**src/rtl/regfile_sb.sv**
```systemverilog
// regfile_sb: register file for the pipelined core with a per-register busy scoreboard.
//
// Ports:
//   clk, rst_n          clock, asynchronous active-low reset
//   wr_en/wr_addr/wr_data  single synchronous write port (RUN only)
//   rd_addr/rd_data     NRD packed combinational read ports with write-to-read bypass
//   rd_busy             registered busy bit of each addressed register
//   sb_set/sb_addr      mark a register pending (destination of an issued instruction)
//   init_done           high once the post-reset clear sweep has finished
//   dbg_addr/dbg_data   debug read port, no bypass (REGFILE_DEBUG_EN only)
//   led                 high when stored x11 == 1 (REGFILE_DEBUG_EN only)
//
// Build option: define REGFILE_DEBUG_EN to build the debug port and led; otherwise they are
// tied to 0 and dbg_addr is ignored.
//
// The array has no reset. After rst_n deasserts an INIT sweep writes 0 to every entry,
// one per clock, and then the block sits in RUN until the next reset.

module regfile_sb #(
  parameter int unsigned XLEN     = 32,
  parameter int unsigned NREGS    = 32,
  parameter int unsigned NRD      = 2,
  parameter int unsigned ZERO_REG = 1,
  localparam int unsigned AW      = (NREGS > 1) ? $clog2(NREGS) : 1
) (
  input  logic                clk,
  input  logic                rst_n,
  input  logic                wr_en,
  input  logic [AW-1:0]       wr_addr,
  input  logic [XLEN-1:0]     wr_data,
  input  logic [NRD*AW-1:0]   rd_addr,
  output logic [NRD*XLEN-1:0] rd_data,
  output logic [NRD-1:0]      rd_busy,
  input  logic                sb_set,
  input  logic [AW-1:0]       sb_addr,
  output logic                init_done,
  input  logic [AW-1:0]       dbg_addr,
  output logic [XLEN-1:0]     dbg_data,
  output logic                led
);

  localparam logic [0:0] StInit = 1'b0;
  localparam logic [0:0] StRun  = 1'b1;

  logic [0:0]      state_q, state_d;
  logic [AW-1:0]   cnt_q, cnt_d;
  logic [NREGS-1:0] busy_q, busy_d;
  logic [XLEN-1:0] mem [NREGS];

  // An address names a real, writable register: in range and not the hardwired zero.
  function automatic logic addr_ok(input logic [AW-1:0] a);
    return (32'(a) < NREGS) && !((ZERO_REG != 0) && (a == '0));
  endfunction

  logic run;
  assign run       = (state_q == StRun);
  assign init_done = run;

  always_ff @(posedge clk or negedge rst_n) begin
    if (!rst_n) begin
      state_q <= StInit;
      cnt_q   <= '0;
      busy_q  <= '0;
    end else begin
      state_q <= state_d;
      cnt_q   <= cnt_d;
      busy_q  <= busy_d;
    end
  end

  always_comb begin
    state_d = state_q;
    cnt_d   = cnt_q;
    busy_d  = busy_q;
    if (state_q == StInit) begin
      if (cnt_q == AW'(NREGS - 1)) begin
        state_d = StRun;
      end else begin
        cnt_d = cnt_q + AW'(1);
      end
    end else begin
      // Clear first so a same-address issue (newer producer) leaves the bit set.
      if (wr_en && addr_ok(wr_addr)) busy_d[wr_addr] = 1'b0;
      if (sb_set && addr_ok(sb_addr)) busy_d[sb_addr] = 1'b1;
    end
  end

  // Array: sweep writes zeros during INIT, normal writes in RUN; no reset on purpose.
  always_ff @(posedge clk) begin
    if (state_q == StInit) begin
      mem[cnt_q] <= '0;
    end else if (wr_en && addr_ok(wr_addr)) begin
      mem[wr_addr] <= wr_data;
    end
  end

  always_comb begin
    rd_data = '0;
    rd_busy = '0;
    for (int k = 0; k < int'(NRD); k++) begin
      logic [AW-1:0] ra;
      ra = rd_addr[k*AW +: AW];
      if (run && addr_ok(ra)) begin
        // Busy is the registered value; a same-cycle write is covered by the bypass.
        rd_busy[k] = busy_q[ra];
        if (wr_en && (wr_addr == ra)) begin
          rd_data[k*XLEN +: XLEN] = wr_data;
        end else begin
          rd_data[k*XLEN +: XLEN] = mem[ra];
        end
      end
    end
  end

`ifdef REGFILE_DEBUG_EN
  always_comb begin
    dbg_data = '0;
    if (run && addr_ok(dbg_addr)) dbg_data = mem[dbg_addr];
  end

  if (NREGS > 11) begin : g_led
    assign led = run && (mem[11] == XLEN'(1));
  end else begin : g_no_led
    assign led = 1'b0;
  end
`else
  logic unused_dbg_addr;
  assign unused_dbg_addr = ^dbg_addr;
  assign dbg_data        = '0;
  assign led             = 1'b0;
`endif

endmodule

```
**config.mk**
```make
export PLATFORM = sky130hd
export DESIGN_NAME = regfile_sb
export DESIGN_NICKNAME = d
export VERILOG_FILES = /design/src/rtl/regfile_sb.sv
export SDC_FILE = /design/constraint.sdc
export NUM_CORES = 1
export LEC_CHECK = 0
export BUFFER_PORTS_ARGS = -buffer_cell sky130_fd_sc_hd__buf_4
export CORE_MARGIN = 10
export CORE_UTILIZATION = 44
export DETAILED_ROUTE_END_ITERATION = 10
export SLEW_MARGIN = 20
export SYNTH_ARGS = -nofsm -noshare
export SYNTH_HDL_FRONTEND = slang
export SYNTH_SLANG_ARGS = --single-unit
export TNS_END_PERCENT = 1
```
**constraint.sdc**
```tcl
create_clock -name clk -period 5.2 [get_ports clk]
set_input_delay 0.52 -clock clk [delete_from_list [all_inputs] [get_ports clk]]
set_output_delay 0.52 -clock clk [all_outputs]
set_load 0.1 [all_outputs]
```
* Word-level counts from Yosys, hierarchy flattened
Memories as Yosys holds them, arrays and structs flattened.
Cells that the tools add are included.
** Storage, ports and cells
- Flip-flop bits (word level) :: 38
- Latch bits :: 0
- RAM bits :: 1024
- Bits in read-only memories :: 0
- Input port bits :: 61
- Output and inout port bits :: 100
- Word-level logic and storage cells :: 63
- Memories kept :: 1
** Operators by class
- Add/sub/neg operators :: 1
- $mul :: 0
- Div/mod/pow operators :: 0
- Magnitude comparators :: 6
- Eq/ne operators :: 3
- Shifts and indexed selects :: 0
- Multiplexer cells :: 26
- Bitwise logic cells :: 5
- Reduce and logical (&&, ||, !) cells :: 18
** Memory list
- mem :: depth 32, bits a word 32, read ports 2, clocked after Yosys merged registers in 0, wr ports 1, line 48 : logic [XLEN-1:0] mem [NREGS];
** Operator list (number)
- 2-to-1 mux 32 bit :: 8
- AND 32 bit :: 1
- inverter 32 bit :: 1
- bitwise OR 32 bit :: 1
- OR reduction 32 bit :: 1
- less-than comparator 5 x 6 -> 1 bit (second input constant) :: 4
- zero test 5 bit :: 4
- 2-to-1 mux 1 bit :: 13
- binary-select mux 1 bit (select 5 bit) :: 2
- demux 1 bit (select 5 bit) :: 2
- == test 5 bit :: 2
- >= comparator 5 x 1 -> 1 bit (second input constant) :: 2
- logical AND 1 bit :: 8
- adder 5 x 1 -> 5 bit (second input constant) :: 1
- == test 5 bit (second input constant) :: 1
- 2-to-1 mux 5 bit :: 1
- zero test 1 bit :: 4
- inverter 1 bit :: 2
- AND reduction 2 bit :: 1

* Depth between registers and ports, before layout
- Depth in word-level cells :: 10
- Gate-level depth with buffers :: 9
- Mapped depth without buffers :: 6

* Worst setup path before layout
No wires, ideal clock.
- Path kind :: flip-flop to output port
- Start :: register state_q, in the netlist init_done
- End :: output port rd_busy[0]
- Arrival :: 4685 ps
- Required time :: 4680 ps
- Path slack :: -5 ps
- Stages on the path, launching flop included :: 4
- Path buffers :: 1
- Cell sequence :: dfrtp_1 clkbuf_1 o41ai_2 o41ai_1
** Between the ends
- Longest elaborated chain between the ends :: 2
** RTL lines
- start: declaration :: line 45 : logic [0:0] state_q, state_d;
- start signal: assignment :: line 61 : state_q <= StInit;
- start signal: assignment :: line 65 : state_q <= state_d;
- logical AND 1 bit :: line 103 : if (run && addr_ok(ra)) begin
- 2-to-1 mux 1 bit :: line 103
- end: declaration :: line 33 : output logic [NRD-1:0] rd_busy,
No other way between the ends.

* Worst setup path in the final report
- Start :: register state_q, in the netlist init_done
- End :: output port rd_data[14]
** Between the ends
- Longest elaborated chain between the ends :: 2
** RTL lines
- logical AND 1 bit :: line 103
- 2-to-1 mux 32 bit :: line 103
- end: declaration :: line 32 : output logic [NRD*XLEN-1:0] rd_data,
No other way between the ends.

==> flow_metrics.py <==
metrics = {
    "timing": {
        "slew_violations": 0,
        "max_freq_ghz": 0.241,
        "hold_viol_final": 0,
        "finalClockSkew_ps": 20.7,
        "fin_crit_sh": 0.799,
        "rsz0062_at_grt": "false",
        "setup_viol": 0,
        "tightest_slew_ps": 1110,
        "tns_ps": 0,
        "slew_headroom": 0.254,
        "min_period_ps": 4160,
    },
    "logic_synthesis": {
        "netlist_area_um2": 51100,
        "synth_top_area_frac": 0.602,
        "yosysTopAreaCell": "edfxtp_1",
        "yosys.area_share.simple": 0.0250,
        "synth_cells": 2949,
        "synth_top_family_by_area": "multiplexers",
        "synthTopCellsByArea": "edfxtp_1 60%, mux4_2 16%, mux2i_1 5.9%, a221oi_1 2.2%, dfrtp_1 1.9%",
        "syn_avg_cell_area_um2": 17.3,
        "muxShareOfSynthArea": 0.233,
        "synth_compound_area_frac": 0.0865,
        "synth_xor_xnor_area_share": 0.00223,
        "async_flop_share": 0.0358,
        "ys_seq_area_frac": 0.621,
        "yosysUniqueCellTypes": 60,
        "synth-seq-cells": 1062,
        "yosysWarnings": 0,
        "ys.flop_type": "edfxtp_1",
        "synth_edf_count": 1024,
        "synth_fa_ha_area_frac": 0.000490,
    },
    "clock_tree": {
        "cts.path.max_buffers": 3,
        "insertion_delay_ps": 700,
        "h-tree-depth": 3,
        "clk_pin_slew_ps": 60,
        "cts-root-buf": "clkbuf_16",
        "cts_tree": "built",
        "numClockSinks": 1062,
        "numCtsBuffers": 110,
    },
    "setup_path": {
        "crit_required_ps": 4680,
        "r2r_slack_ps": 1270,
        "r2r-end": "mem[20][24]",
        "slowest_stage": "nor2_4",
        "crit_path_max_incr_delay_ps": 880,
        "cp_common_cell": "buf_4",
        "reg2reg_depth": 5,
        "cp_cell_sequence": "o41ai_2 -> nor2_4 -> buf_4 -> a221o_1 -> buf_4",
        "cp.arrival_ps": 3640,
        "endpoint_kind": "output port",
        "cp_max_fo": 16,
        "r2r_start": "init_done",
        "critPathKind": "reg -> out",
        "worst_setup_path_start_kind": "register",
    },
    "place": {
        "place_inst": 4440,
        "place_hpwl_um": 93600,
        "port_buffers": 122,
        "place.gp.congestion": 0.856,
    },
    "grt": {
        "grt_max_degree": 89,
        "antenna_found_initial": 2,
        "gr-total-overflow": 0,
        "grt_pass1_wl_um": 230000,
        "grt_pass1_vias": 32586,
        "grt.total_usage": 0.241,
    },
    "route": {
        "drc_errors": 0,
        "vias": 31649,
        "antenna_left": 0,
        "wl_per_cell_um": 34.6,
        "drt_iter0_drc": 3943,
        "vias_per_cell": 6.82,
        "dr.pass1.iters": 6,
        "routed_wl_um": 161000,
    },
    "floorplanning": {
        "die_x_um": 361,
        "die_area_um2": 130000,
        "placementRows": 124,
        "core_um2": 115000,
        "start_util": 0.445,
        "ios": 161,
        "die_h_um": 361,
    },
    "worst_hold_path": {
        "whs_endpoint": "busy_q[31]",
        "hold_path_depth": 3,
        "hold_start": "sb_addr[2]",
        "hold_class": "in -> reg",
    },
    "layout": {
        "fillerInstances": 9257,
        "drive_gt1_frac": 0.277,
        "synthToLayoutAreaGrowth_pct": 12.8,
        "final_cell_mix": "1024 x edfxtp_1, 363 x mux4_2, 302 x mux2i_1, 187 x buf_4, 126 x a221oi_1",
        "layoutNonFillerInstCount": 4644,
        "fin_nets": 3106,
        "post-route-util": 0.502,
        "layout_commonest_cell": "edfxtp_1",
        "antenna_cells": 0,
    },
    "power": {
        "power_density_nw_per_um2": 342,
        "vdd_ir_drop_max_uv": 317,
        "leakage_uw": 0.0202,
    },
    "outcome": {
        "status": "completed",
    },
    "job": {
        "maxCapViolCount": 0,
    },
}
worst max path at each step:
stage | start | to | slack (ps) | cells past startpoint
floorplan | rd_addr[6] | rd_busy[1] | 40 | 7
global placement | rd_addr[1] | rd_data[12] | 1170 | 8
detailed placement | rd_addr[1] | rd_data[14] | 1200 | 8
CTS | init_done | rd_data[14] | 1140 | 5
global route | init_done | rd_data[12] | 1030 | 5
finish | init_done | rd_data[14] | 1040 | 5
final cells by class:
class	count	area [µm²]	area share
multi-input cells	1630	18200	0.316
flip-flops and latches	1062	31700	0.550
clock inverters	59	587	0.0102
clock buffers	142	2980	0.0517
well taps	1512	1890	0.0328
inverters	9	35.0	0.000608
repair buffers	230	2230	0.0387
sequential cells by signal, summed over array words and instances, names as in the netlist:
register and cells:
mem 1024, init_done 1, cnt_q 5, busy_q 32
where the power goes:
group / internal, µW / switching, µW
Combinational: 678 / 1660
Sequential: 9450 / 30.0
Clock: 4560 / 3350
timing repair:
item	CTS	global route
endpoints found under the hold margin	38	0
setup buffers	0	0
hold buffers	1	0
gates resized for setup	0	0
cells in the mapped netlist, drive strengths merged (3+ instances only):
library cell     n
nand2           15
o21ai          154
a211oi          60
xnor2           12
nand3b           4
a22oi           96
inv              9
or4              3
clkbuf          88
o221ai          39
mux4           363
o22ai            4
edfxtp        1024
nand3            9
a21oi           38
a31oi            4
mux2            64
nor2b           38
nor2           116
a221oi         126
dfrtp           38
nor4b            3
buf            192
nor3             6
mux2i          302
nand4            7
nand2b           7
or2              5
and2            33
o41ai            4
a221o           62
logic make-up (layout without fill, tap and decap cells):
group / after synthesis / after routing
other: 1 / 33
adder cells (fa/ha/maj): 2 / 2
AND/OR/NAND/NOR: 254 / 254
AO/OA/AOI/OAI: 599 / 599
buffers and inverters: 289 / 440
XOR/XNOR: 13 / 13
multiplexers: 729 / 729
flip-flops: 1062 / 1062
layer usage:
layer | global-route usage | wire length [µm] | up-vias
met5 | 0 | 0 | -
met2 | 0.394 | 77300 | 1834
met3 | 0.0404 | 14500 | 400
li1 | - | - | 12680
met4 | 0.106 | 7250 | 0
met1 | 0.316 | 61400 | 16735
metrics by stage:
step / hold WS, ps / instance area (µm²) / total power, µW / worst slack, ps
2_1_floorplan: 224 / 51200 / 11300 / 35.3
3_3_place_gp: 389 / 54000 / 11900 / 1170
3_5_place_dp: 391 / 54000 / 12000 / 1200
4_1_cts: 162 / 57600 / 19800 / 1140
5_1_grt: 226 / 57600 / 20300 / 1030
6_report: 201 / 57600 / 19700 / 1040
critical path, delay by kind of cell, from the launching register on:
kind	cells	cell delay, ps
AOI/OAI and AO/OA	2	530
and+or+nand+nor	1	880
buffers and inverters	2	690
DFF	1	790
(Power assumes the default switching activity.)
